## src/rtl/game_control.sv

```systemverilog
// game_control: per-player round controller for the factor race.
// Takes the round strobe (OK/NUM) from the ready stage, runs the answer
// window, judges the player's claimed factor, races the opponent controller
// through HIT/OPP_HIT and keeps both scores. STATE is read back by the ready
// stage to clear its latches on result states.
//
// Ports:
//   CLK, RST_N        clock, asynchronous active-low reset
//   START             begins a match from IDLE, WIN or LOSE
//   OK, NUM[3:0]      round-start strobe and round number (valid while OK)
//   ANS_VALID, ANS    player's submitted factor (one-cycle strobe)
//   OPP_HIT           opponent answered correctly this round
//   STATE[3:0]        current state encoding
//   TARGET[3:0]       latched round number
//   TIME_LEFT[3:0]    seconds left in the answer window
//   SCORE, OPP_SCORE  own and opponent points
//   HIT               one-cycle strobe on a correct own answer
module game_control #(
  parameter int unsigned CLK_FREQ   = 50_000_000,
  parameter int unsigned TIME_LIMIT = 9,
  parameter int unsigned DISP_SEC   = 2,
  parameter int unsigned WIN_SCORE  = 3
) (
  input  logic       CLK,
  input  logic       RST_N,
  input  logic       START,
  input  logic       OK,
  input  logic [3:0] NUM,
  input  logic       ANS_VALID,
  input  logic [3:0] ANS,
  input  logic       OPP_HIT,
  output logic [3:0] STATE,
  output logic [3:0] TARGET,
  output logic [3:0] TIME_LEFT,
  output logic [3:0] SCORE,
  output logic [3:0] OPP_SCORE,
  output logic       HIT
);

  localparam int unsigned CNT_W = (CLK_FREQ > 1) ? $clog2(CLK_FREQ) : 1;
  localparam int unsigned VAL_W = 4;

  typedef enum logic [3:0] {
    ST_IDLE   = 4'b0000,
    ST_WAIT   = 4'b0001,
    ST_ANSWER = 4'b0010,
    ST_LOCK   = 4'b0011,
    ST_DRAW   = 4'b0110,
    ST_GOOD   = 4'b1000,
    ST_OUCH   = 4'b1001,
    ST_WIN    = 4'b1010,
    ST_LOSE   = 4'b1011
  } state_t;

  state_t             state_q, state_d;
  logic [VAL_W-1:0]   target_q, target_d;
  logic [VAL_W-1:0]   time_q, time_d;
  logic [VAL_W-1:0]   score_q, score_d;
  logic [VAL_W-1:0]   opp_q, opp_d;
  logic               hit_q, hit_d;
  logic [CNT_W-1:0]   cnt_q, cnt_d;
  logic [VAL_W-1:0]   disp_q, disp_d;

  logic               tick;
  logic               answer_ok;
  logic               disp_done;
  logic               expiring;
  logic [VAL_W-1:0]   divisor;
  logic [VAL_W-1:0]   score_inc;
  logic [VAL_W-1:0]   opp_inc;

  // One-second tick from the free-running divider
  assign tick = (cnt_q == CNT_W'(CLK_FREQ - 1));

  // Last tick of the display hold
  assign disp_done = tick && (disp_q == VAL_W'(DISP_SEC - 1));

  // Tick that ends the answer window
  assign expiring = tick && (time_q <= VAL_W'(1));

  // Saturating score increments
  assign score_inc = (score_q == '1) ? score_q : score_q + VAL_W'(1);
  assign opp_inc   = (opp_q   == '1) ? opp_q   : opp_q   + VAL_W'(1);

  // Factor judgement; divisor is forced nonzero so the modulo is always defined
  always_comb begin
    divisor   = (ANS < VAL_W'(2)) ? VAL_W'(1) : ANS;
    answer_ok = (ANS >= VAL_W'(2)) && (ANS <= target_q) &&
                ((target_q % divisor) == '0);
  end

  // Next-state and next-output logic
  always_comb begin
    state_d  = state_q;
    target_d = target_q;
    time_d   = time_q;
    score_d  = score_q;
    opp_d    = opp_q;
    hit_d    = 1'b0;

    unique case (state_q)
      ST_IDLE: begin
        if (START) state_d = ST_WAIT;
      end

      ST_WAIT: begin
        if (OK) begin
          state_d  = ST_ANSWER;
          target_d = NUM;
          time_d   = VAL_W'(TIME_LIMIT);
        end
      end

      ST_ANSWER: begin
        // Answers outrank the timeout tick in the same cycle
        if (ANS_VALID && answer_ok && OPP_HIT) begin
          state_d = ST_DRAW;
        end else if (ANS_VALID && answer_ok) begin
          state_d = ST_GOOD;
          score_d = score_inc;
          hit_d   = 1'b1;
        end else if (OPP_HIT) begin
          state_d = ST_OUCH;
          opp_d   = opp_inc;
        end else if (ANS_VALID) begin
          state_d = ST_LOCK;
        end else if (expiring) begin
          state_d = ST_DRAW;
          time_d  = '0;
        end else if (tick) begin
          time_d = time_q - VAL_W'(1);
        end
      end

      ST_LOCK: begin
        // Player is locked out; only the opponent or the clock can end the round
        if (OPP_HIT) begin
          state_d = ST_OUCH;
          opp_d   = opp_inc;
        end else if (expiring) begin
          state_d = ST_DRAW;
          time_d  = '0;
        end else if (tick) begin
          time_d = time_q - VAL_W'(1);
        end
      end

      ST_DRAW, ST_GOOD, ST_OUCH: begin
        if (disp_done) begin
          if (score_q == VAL_W'(WIN_SCORE))    state_d = ST_WIN;
          else if (opp_q == VAL_W'(WIN_SCORE)) state_d = ST_LOSE;
          else                                 state_d = ST_WAIT;
        end
      end

      ST_WIN, ST_LOSE: begin
        if (START) begin
          state_d  = ST_WAIT;
          score_d  = '0;
          opp_d    = '0;
          target_d = '0;
        end
      end

      default: state_d = ST_IDLE;
    endcase
  end

  // Divider and display counter restart on every state entry
  always_comb begin
    cnt_d  = '0;
    disp_d = '0;
    if (state_d == state_q) begin
      cnt_d  = tick ? '0 : cnt_q + CNT_W'(1);
      disp_d = tick ? disp_q + VAL_W'(1) : disp_q;
    end
  end

  // State and output registers
  always_ff @(posedge CLK or negedge RST_N) begin
    if (!RST_N) begin
      state_q  <= ST_IDLE;
      target_q <= '0;
      time_q   <= '0;
      score_q  <= '0;
      opp_q    <= '0;
      hit_q    <= 1'b0;
      cnt_q    <= '0;
      disp_q   <= '0;
    end else begin
      state_q  <= state_d;
      target_q <= target_d;
      time_q   <= time_d;
      score_q  <= score_d;
      opp_q    <= opp_d;
      hit_q    <= hit_d;
      cnt_q    <= cnt_d;
      disp_q   <= disp_d;
    end
  end

  assign STATE     = state_q;
  assign TARGET    = target_q;
  assign TIME_LEFT = time_q;
  assign SCORE     = score_q;
  assign OPP_SCORE = opp_q;
  assign HIT       = hit_q;

endmodule

```

## config.mk

```make
export PLATFORM = sky130hd
export DESIGN_NAME = game_control
export DESIGN_NICKNAME = d
export VERILOG_FILES = /design/src/rtl/game_control.sv
export SDC_FILE = /design/constraint.sdc
export NUM_CORES = 1
export LEC_CHECK = 0
export CAP_MARGIN = 30
export CORE_ASPECT_RATIO = 2
export CORE_MARGIN = 4
export CORE_UTILIZATION = 58
export DETAILED_ROUTE_END_ITERATION = 12
export PLACE_DENSITY = 0.81
export SETUP_SLACK_MARGIN = 0.02
export SYNTH_ARGS = -nofsm -noshare
export SYNTH_HDL_FRONTEND = slang
export SYNTH_SLANG_ARGS = --single-unit
```

## constraint.sdc

```tcl
create_clock -name CLK -period 5.5 [get_ports CLK]
set_input_delay 1.375 -clock CLK [delete_from_list [all_inputs] [get_ports CLK]]
set_output_delay 1.375 -clock CLK [all_outputs]
set_load 0.02 [all_outputs]
```

==> results of run 1 <==
[registers in the layout, summed over array words and instances, names as in the netlist]
name       count
SCORE          4
disp_q         4
TARGET         4
HIT            1
OPP_SCORE      4
cnt_q         26
STATE          4
TIME_LEFT      4
[routing by layer]
metal,track usage (%),share of wire (%),vias up,wire (um)
li1,-,-,1584,-
met1,25.5,38,1628,3560
met4,12.6,3.4,0,313
met5,0,0,-,0
met3,3.90,2.7,29,250
met2,45.5,56,76,5200
[critical path: cells and delay by family]
family | cells | cell delay [ns]
buffers and inverters | 6 | 0.58
and+or+nand+nor | 8 | 1.50
xor gates and xnor gates | 1 | 0.21
AOI/OAI and AO/OA | 8 | 1.48
adders and majority gates | 4 | 1.12
[cells in the mapped netlist, drive strengths merged, types with 3 or more instances]
| cell | n |
|---|---|
| and4 | 4 |
| o21ai | 20 |
| a21o | 4 |
| inv | 24 |
| clkbuf | 9 |
| a211oi | 4 |
| nor4 | 5 |
| o211ai | 5 |
| a21oi | 14 |
| or4 | 5 |
| and2 | 4 |
| a31oi | 4 |
| nand4 | 9 |
| buf | 6 |
| nand2b | 6 |
| a31o | 3 |
| or3 | 4 |
| xnor2 | 10 |
| nor2 | 41 |
| nand2 | 29 |
| ha | 22 |
| mux2i | 3 |
| nand3 | 17 |
| and3 | 7 |
| nor3b | 6 |
| nor3 | 24 |
| o21a | 3 |
| a22o | 4 |
| dfrtp | 51 |
| xor2 | 20 |
[metrics by stage]
stage | instances | setup slack (ns)
floorplan | 401 | -0.560
global placement | 510 | -1.11
detailed placement | 511 | -1.28
CTS | 523 | -0.537
global route | 532 | -0.782
finish | 532 | -0.608
[power groups by stage]
stage,Combinational (mW),Clock [mW],Sequential (mW)
finish,1.22,0.323,0.550
global route,1.32,0.345,0.561
CTS,1.05,0.331,0.543
detailed placement,0.967,0,0.548
global placement,0.933,0,0.544
floorplan,0.627,0,0.564
[final timing paths]
kind,from,to
min in group asynchronous,RST_N,SCORE[0]
worst min-delay path,cnt_q[0],cnt_q[0]
worst max register to register,TARGET[3],OPP_SCORE[2]
worst min register to register,cnt_q[0],cnt_q[0]
worst max-delay path,ANS[3],OPP_SCORE[2]
max in group asynchronous,RST_N,disp_q[0]
[logic make-up after synthesis]
| group | share of synthesized area [%] |
|---|---|
| buffers and inverters | 4.86 |
| DFF | 35.9 |
| AOI/OAI and AO/OA | 16.9 |
| xor gates and xnor gates | 7.39 |
| muxes | 0.845 |
| adders and majority gates | 8.30 |
| and+or+nand+nor | 25.8 |
[repair_timing]
action                                  4_1_cts  5_1_grt
buffers inserted                              4       10
endpoints found under the setup margin       13       13
pin swaps                                    23       21
gates resized for setup                      44       26
[layout make-up]
class / count / area, um2
multi-input cells: 311 / 2320
fillers: 408 / 1380
flip-flops and latches: 51 / 1280
repair buffers: 75 / 703
clock buffers: 6 / 139
inverters: 24 / 92.6
well taps: 63 / 78.8
clock inverters: 2 / 16.3
==> flow_metrics.tcl, run 1 <==
set metrics [dict create \
    port-buffer-count 34 \
    cts_tree "done" \
    final_nets 505 \
    die_area_um2 7520 \
    synth_edf_count 0 \
    grt-ovfl-total 0 \
    layout_commonest_cell "dfrtp_1" \
    endpoint_kind "register" \
    vias_per_cell 6.23 \
    power_frac_clock_pct 15.4 \
    ys_top_cells_by_area "dfrtp_1, ha_1, xor2_1" \
    die_x_um 63.4 \
    setup_viol 13 \
    p_int_mw 1.19 \
    start_util_pct 59.2 \
    status "complete, but fails checks" \
    ys_types 69 \
    fin_area_um2 4630 \
    cp-start-kind "primary input" \
    crit_arrival_ns 6.27 \
    cap_violations 0 \
    drc 0 \
    avgSynthCellArea_um2 8.87 \
    ir_worst_vdd_mv 0.290 \
    vias 3317 \
    synth.ff_latch_count 51 \
    hold_buffers 0 \
    worst_slack_ns -0.608 \
    power_switching_mw 0.902 \
    syn_to_final_growth_pct 30.1 \
    async_reset_ff_share_pct 100 \
    max_freq_ghz 0.164 \
    synth.largest_area_cell "dfrtp_1" \
    cts_root_buf "clkbuf_16" \
    synth_area_um2 3560 \
    crit_path_top_delay_cell "or4b_4" \
    row_count 40 \
    hold_depth 1 \
    rsz0062_at_grt "true" \
    track_usage_pct 24.5 \
    p_total_mw 2.09 \
    synth_ff_type "dfrtp_1" \
    maxSlewViolCount 0 \
    ff2ff_path_depth 23 \
    netlist.area_leader.share_pct 35.9 \
    skew_ns 0.00619 \
    swShare_pct 43.1 \
    wl_per_cell_um 17.5 \
    insertion_delay_ns 0.30 \
    drt-initial-drc-count 261 \
    grt_pass1_wl_um 15000 \
    critical_path_class "primary input to register" \
    ys_seq_area_share_pct 35.9 \
    grt_pass1_vias 3425 \
    die_h_um 119 \
    combPwrFrac_pct 58.3 \
    first_pass_iters 4 \
    relSlewSlack_pct 36.9 \
    htree_num_levels 2 \
    drive_gt1_share_pct 22.2 \
    hpwl_um 6400 \
    hold_ws_ns 0.478 \
    yosys_warnings 0 \
    syn_inst 401 \
    clk_pin_slew_worst_paths_ns 0.07 \
    max_stage_delay_ns 0.48 \
    seqPwrFrac_pct 26.3 \
    layout_min_cycle_time_ns 6.11 \
    required_ns 5.66 \
    hold_path.class "register to register" \
    gp_congestion 0.927 \
    diodes 0 \
    placed_area_um2 4150 \
    syn_nets 438 \
    antenna_found_initial 0 \
    mostFrequentLayoutCells "dfrtp_1, nor2_1, buf_4, clkdlybuf4s50_1, nand2_1" \
    tns_ns -6.80 \
    core-area_um2 6010 \
    final-hold-violation-count 0 \
    clockBufferDepth 2 \
    crit_fanout 4 \
    finish.utilization_pct 77.0 \
    drt_wl_total_um 9320 \
    ant_nets 0 \
    worst_pin_slew_ns 0.944 \
    grt_max_degree 31 \
    violations "setup timing" \
    p_leak_nw 1.99 \
    power.density_nw_per_um2 452 \
    pin_count 35 \
    timing.reg2reg.setup_slack_ns 0.38 \
    numCtsBuffers 5 \
    final.period_utilization_pct 111 \
    cts.sinks 51 \
]
(Power assumes the default switching activity.)
==> inputs of run 2 (changes only) <==
--- a/config.mk
+++ b/config.mk
@@ -6,7 +6,6 @@
 export NUM_CORES = 1
 export LEC_CHECK = 0
 export CAP_MARGIN = 30
-export CORE_ASPECT_RATIO = 2
 export CORE_MARGIN = 4
 export CORE_UTILIZATION = 58
 export DETAILED_ROUTE_END_ITERATION = 12
==> run 2 against run 1 <==
Net effect:
- largest power group unchanged
- utilization rose by 0.24 points
- first-iteration DRC count rose by 9.6%
- fmax fell by 0.98%
- register-to-register slack got worse by 0.10 ns
- final area fell by 1.1%
- combinational power fell by 5%
- critical endpoint is now OPP_SCORE[0]
- die area fell by 1.0%
- clock power fell by 3%
- the flow still finishes with violations (setup timing)
- sequential share of layout area rose by 0.31 points
- power fell by 3.3%
- hold slack got worse by 0.012 ns
==> flow_metrics.tcl, run 2 (same netlist as run 1, synthesis figures left out) <==
set metrics [dict create \
    status "complete, but fails checks" \
    violations "setup timing" \
    drc 0 \
    relSlewSlack_pct 36.9 \
    hold_path.class "register to register" \
    seqPwrFrac_pct 27.0 \
    gp_congestion 0.854 \
    first_pass_iters 5 \
    port-buffer-count 34 \
    power_frac_clock_pct 15.5 \
    hpwl_um 6120 \
    endpoint_kind "register" \
    clockBufferDepth 2 \
    clk_pin_slew_worst_paths_ns 0.10 \
    swShare_pct 42.6 \
    p_int_mw 1.16 \
    critical_path_class "primary input to register" \
    power_switching_mw 0.861 \
    die_h_um 86.3 \
    required_ns 5.74 \
    crit_arrival_ns 6.41 \
    vias 3370 \
    diodes 0 \
    core-area_um2 5920 \
    p_leak_nw 1.99 \
    crit_top_cell "a21oi_2" \
    max_stage_delay_ns 0.51 \
    worst_slack_ns -0.669 \
    numCtsBuffers 5 \
    syn_to_final_growth_pct 28.6 \
    cp_top_family "simple AND/OR/NAND/NOR gates" \
    wl_per_cell_um 17.5 \
    skew_ns 0.0109 \
    antenna_found_initial 0 \
    setup_viol 13 \
    mostFrequentLayoutCells "dfrtp_1, buf_4, nor2_1, clkdlybuf4s50_1, nand2_1" \
    crit_path_top_delay_cell "or4b_4" \
    grt_max_degree 45 \
    final-hold-violation-count 0 \
    grt-ovfl-total 0 \
    ant_nets 0 \
    drt_wl_total_um 9590 \
    cts.sinks 51 \
    insertion_delay_ns 0.31 \
    ir_worst_vdd_mv 0.283 \
    crit_fanout 4 \
    cts_root_buf "clkbuf_8" \
    hold_ws_ns 0.466 \
    track_usage_pct 25.6 \
    die_area_um2 7450 \
    layout_commonest_cell "dfrtp_1" \
    vias_per_cell 6.16 \
    final.period_utilization_pct 112 \
    drt-initial-drc-count 286 \
    timing.reg2reg.setup_slack_ns 0.28 \
    cp-start-kind "primary input" \
    maxSlewViolCount 0 \
    top_register "cnt_q" \
    layout_min_cycle_time_ns 6.17 \
    rsz0062_at_grt "true" \
    htree_num_levels 2 \
    grt_pass1_wl_um 15600 \
    row_count 28 \
    final_nets 508 \
    worst_pin_slew_ns 0.944 \
    die_x_um 86.3 \
    power.density_nw_per_um2 442 \
    cts_tree "done" \
    max_freq_ghz 0.162 \
    drive_gt1_share_pct 21.8 \
    cap_violations 0 \
    hold_buffers 0 \
    finish.utilization_pct 77.3 \
    grt_pass1_vias 3415 \
    pin_count 35 \
    largest_reg_flops 26 \
    worst-path-buf-inv 5 \
    combPwrFrac_pct 57.5 \
    start_util_pct 60.1 \
]
-- run 2: changes by cell type in the layout (fill, tap and decap cells not counted), moves of 2 or more --
cell	change
a211oi_1	+2
a21oi_1	-3
a21oi_2	+4
buf_4	+9
buf_6	-4
bufinv_16	+2
clkbuf_16	-5
clkbuf_8	+4
nand3_1	+2
nand3_2	-2
nor2_1	+2
nor2_2	-2
-- run 2: timing repair --
action,in CTS,in global routing
setup buffers,15,2
pin swaps,19,23
gates resized for setup,34,22
endpoints found under the setup margin,13,13
hold endpoints to repair,0,0
-- run 2: area by class of cell --
cell class	instances	area, um2
Fill cell	384	1350
Sequential cell	51	1280
Timing Repair Buffer	78	701
Clock inverter	3	67.6
Inverter	24	92.6
Tap cell	75	93.8
Clock buffer	5	68.8
Multi-Input combinational cell	311	2270
-- run 2: path summary, 6_finish.rpt --
path	to	from	depth (start not counted)
max in group asynchronous	cnt_q[5]	RST_N	2
min in group asynchronous	TARGET[3]	RST_N	1
setup reg to reg	OPP_SCORE[0]	TARGET[3]	23
hold reg to reg	cnt_q[0]	cnt_q[0]	1
setup / recovery	OPP_SCORE[0]	ANS[2]	27
hold / removal	cnt_q[0]	cnt_q[0]	1
-- run 2: power by group through the flow --
stage	Sequential, mW	Combinational, mW	Clock, mW
after detailed placement	0.546	0.963	0
after global routing	0.557	1.26	0.332
after global placement	0.539	0.931	0
final	0.546	1.16	0.313
after CTS	0.541	1.06	0.316
after floorplan	0.564	0.627	0
-- run 2: through the flow --
stage	cells	setup TNS (ns)	setup WS, ns	cell area (um2)	power, mW
after floorplan	401	-5.32	-0.560	3590	1.19
final	547	-7.61	-0.669	4570	2.02
after global placement	524	-13.82	-1.14	4160	1.47
after detailed placement	524	-15.58	-1.27	4160	1.51
after CTS	547	-6.66	-0.616	4480	1.92
after global routing	547	-10.11	-0.852	4570	2.15
-- run 2: layer usage --
metal	vias to the layer above	share of wire, %	global-route usage [%]	wire length, um
met3	40	5.6	3.14	533
li1	1585	-	-	-
met2	141	50	44.3	4750
met4	0	4.4	12.2	424
met5	-	0	0	0
met1	1604	40	31.8	3880
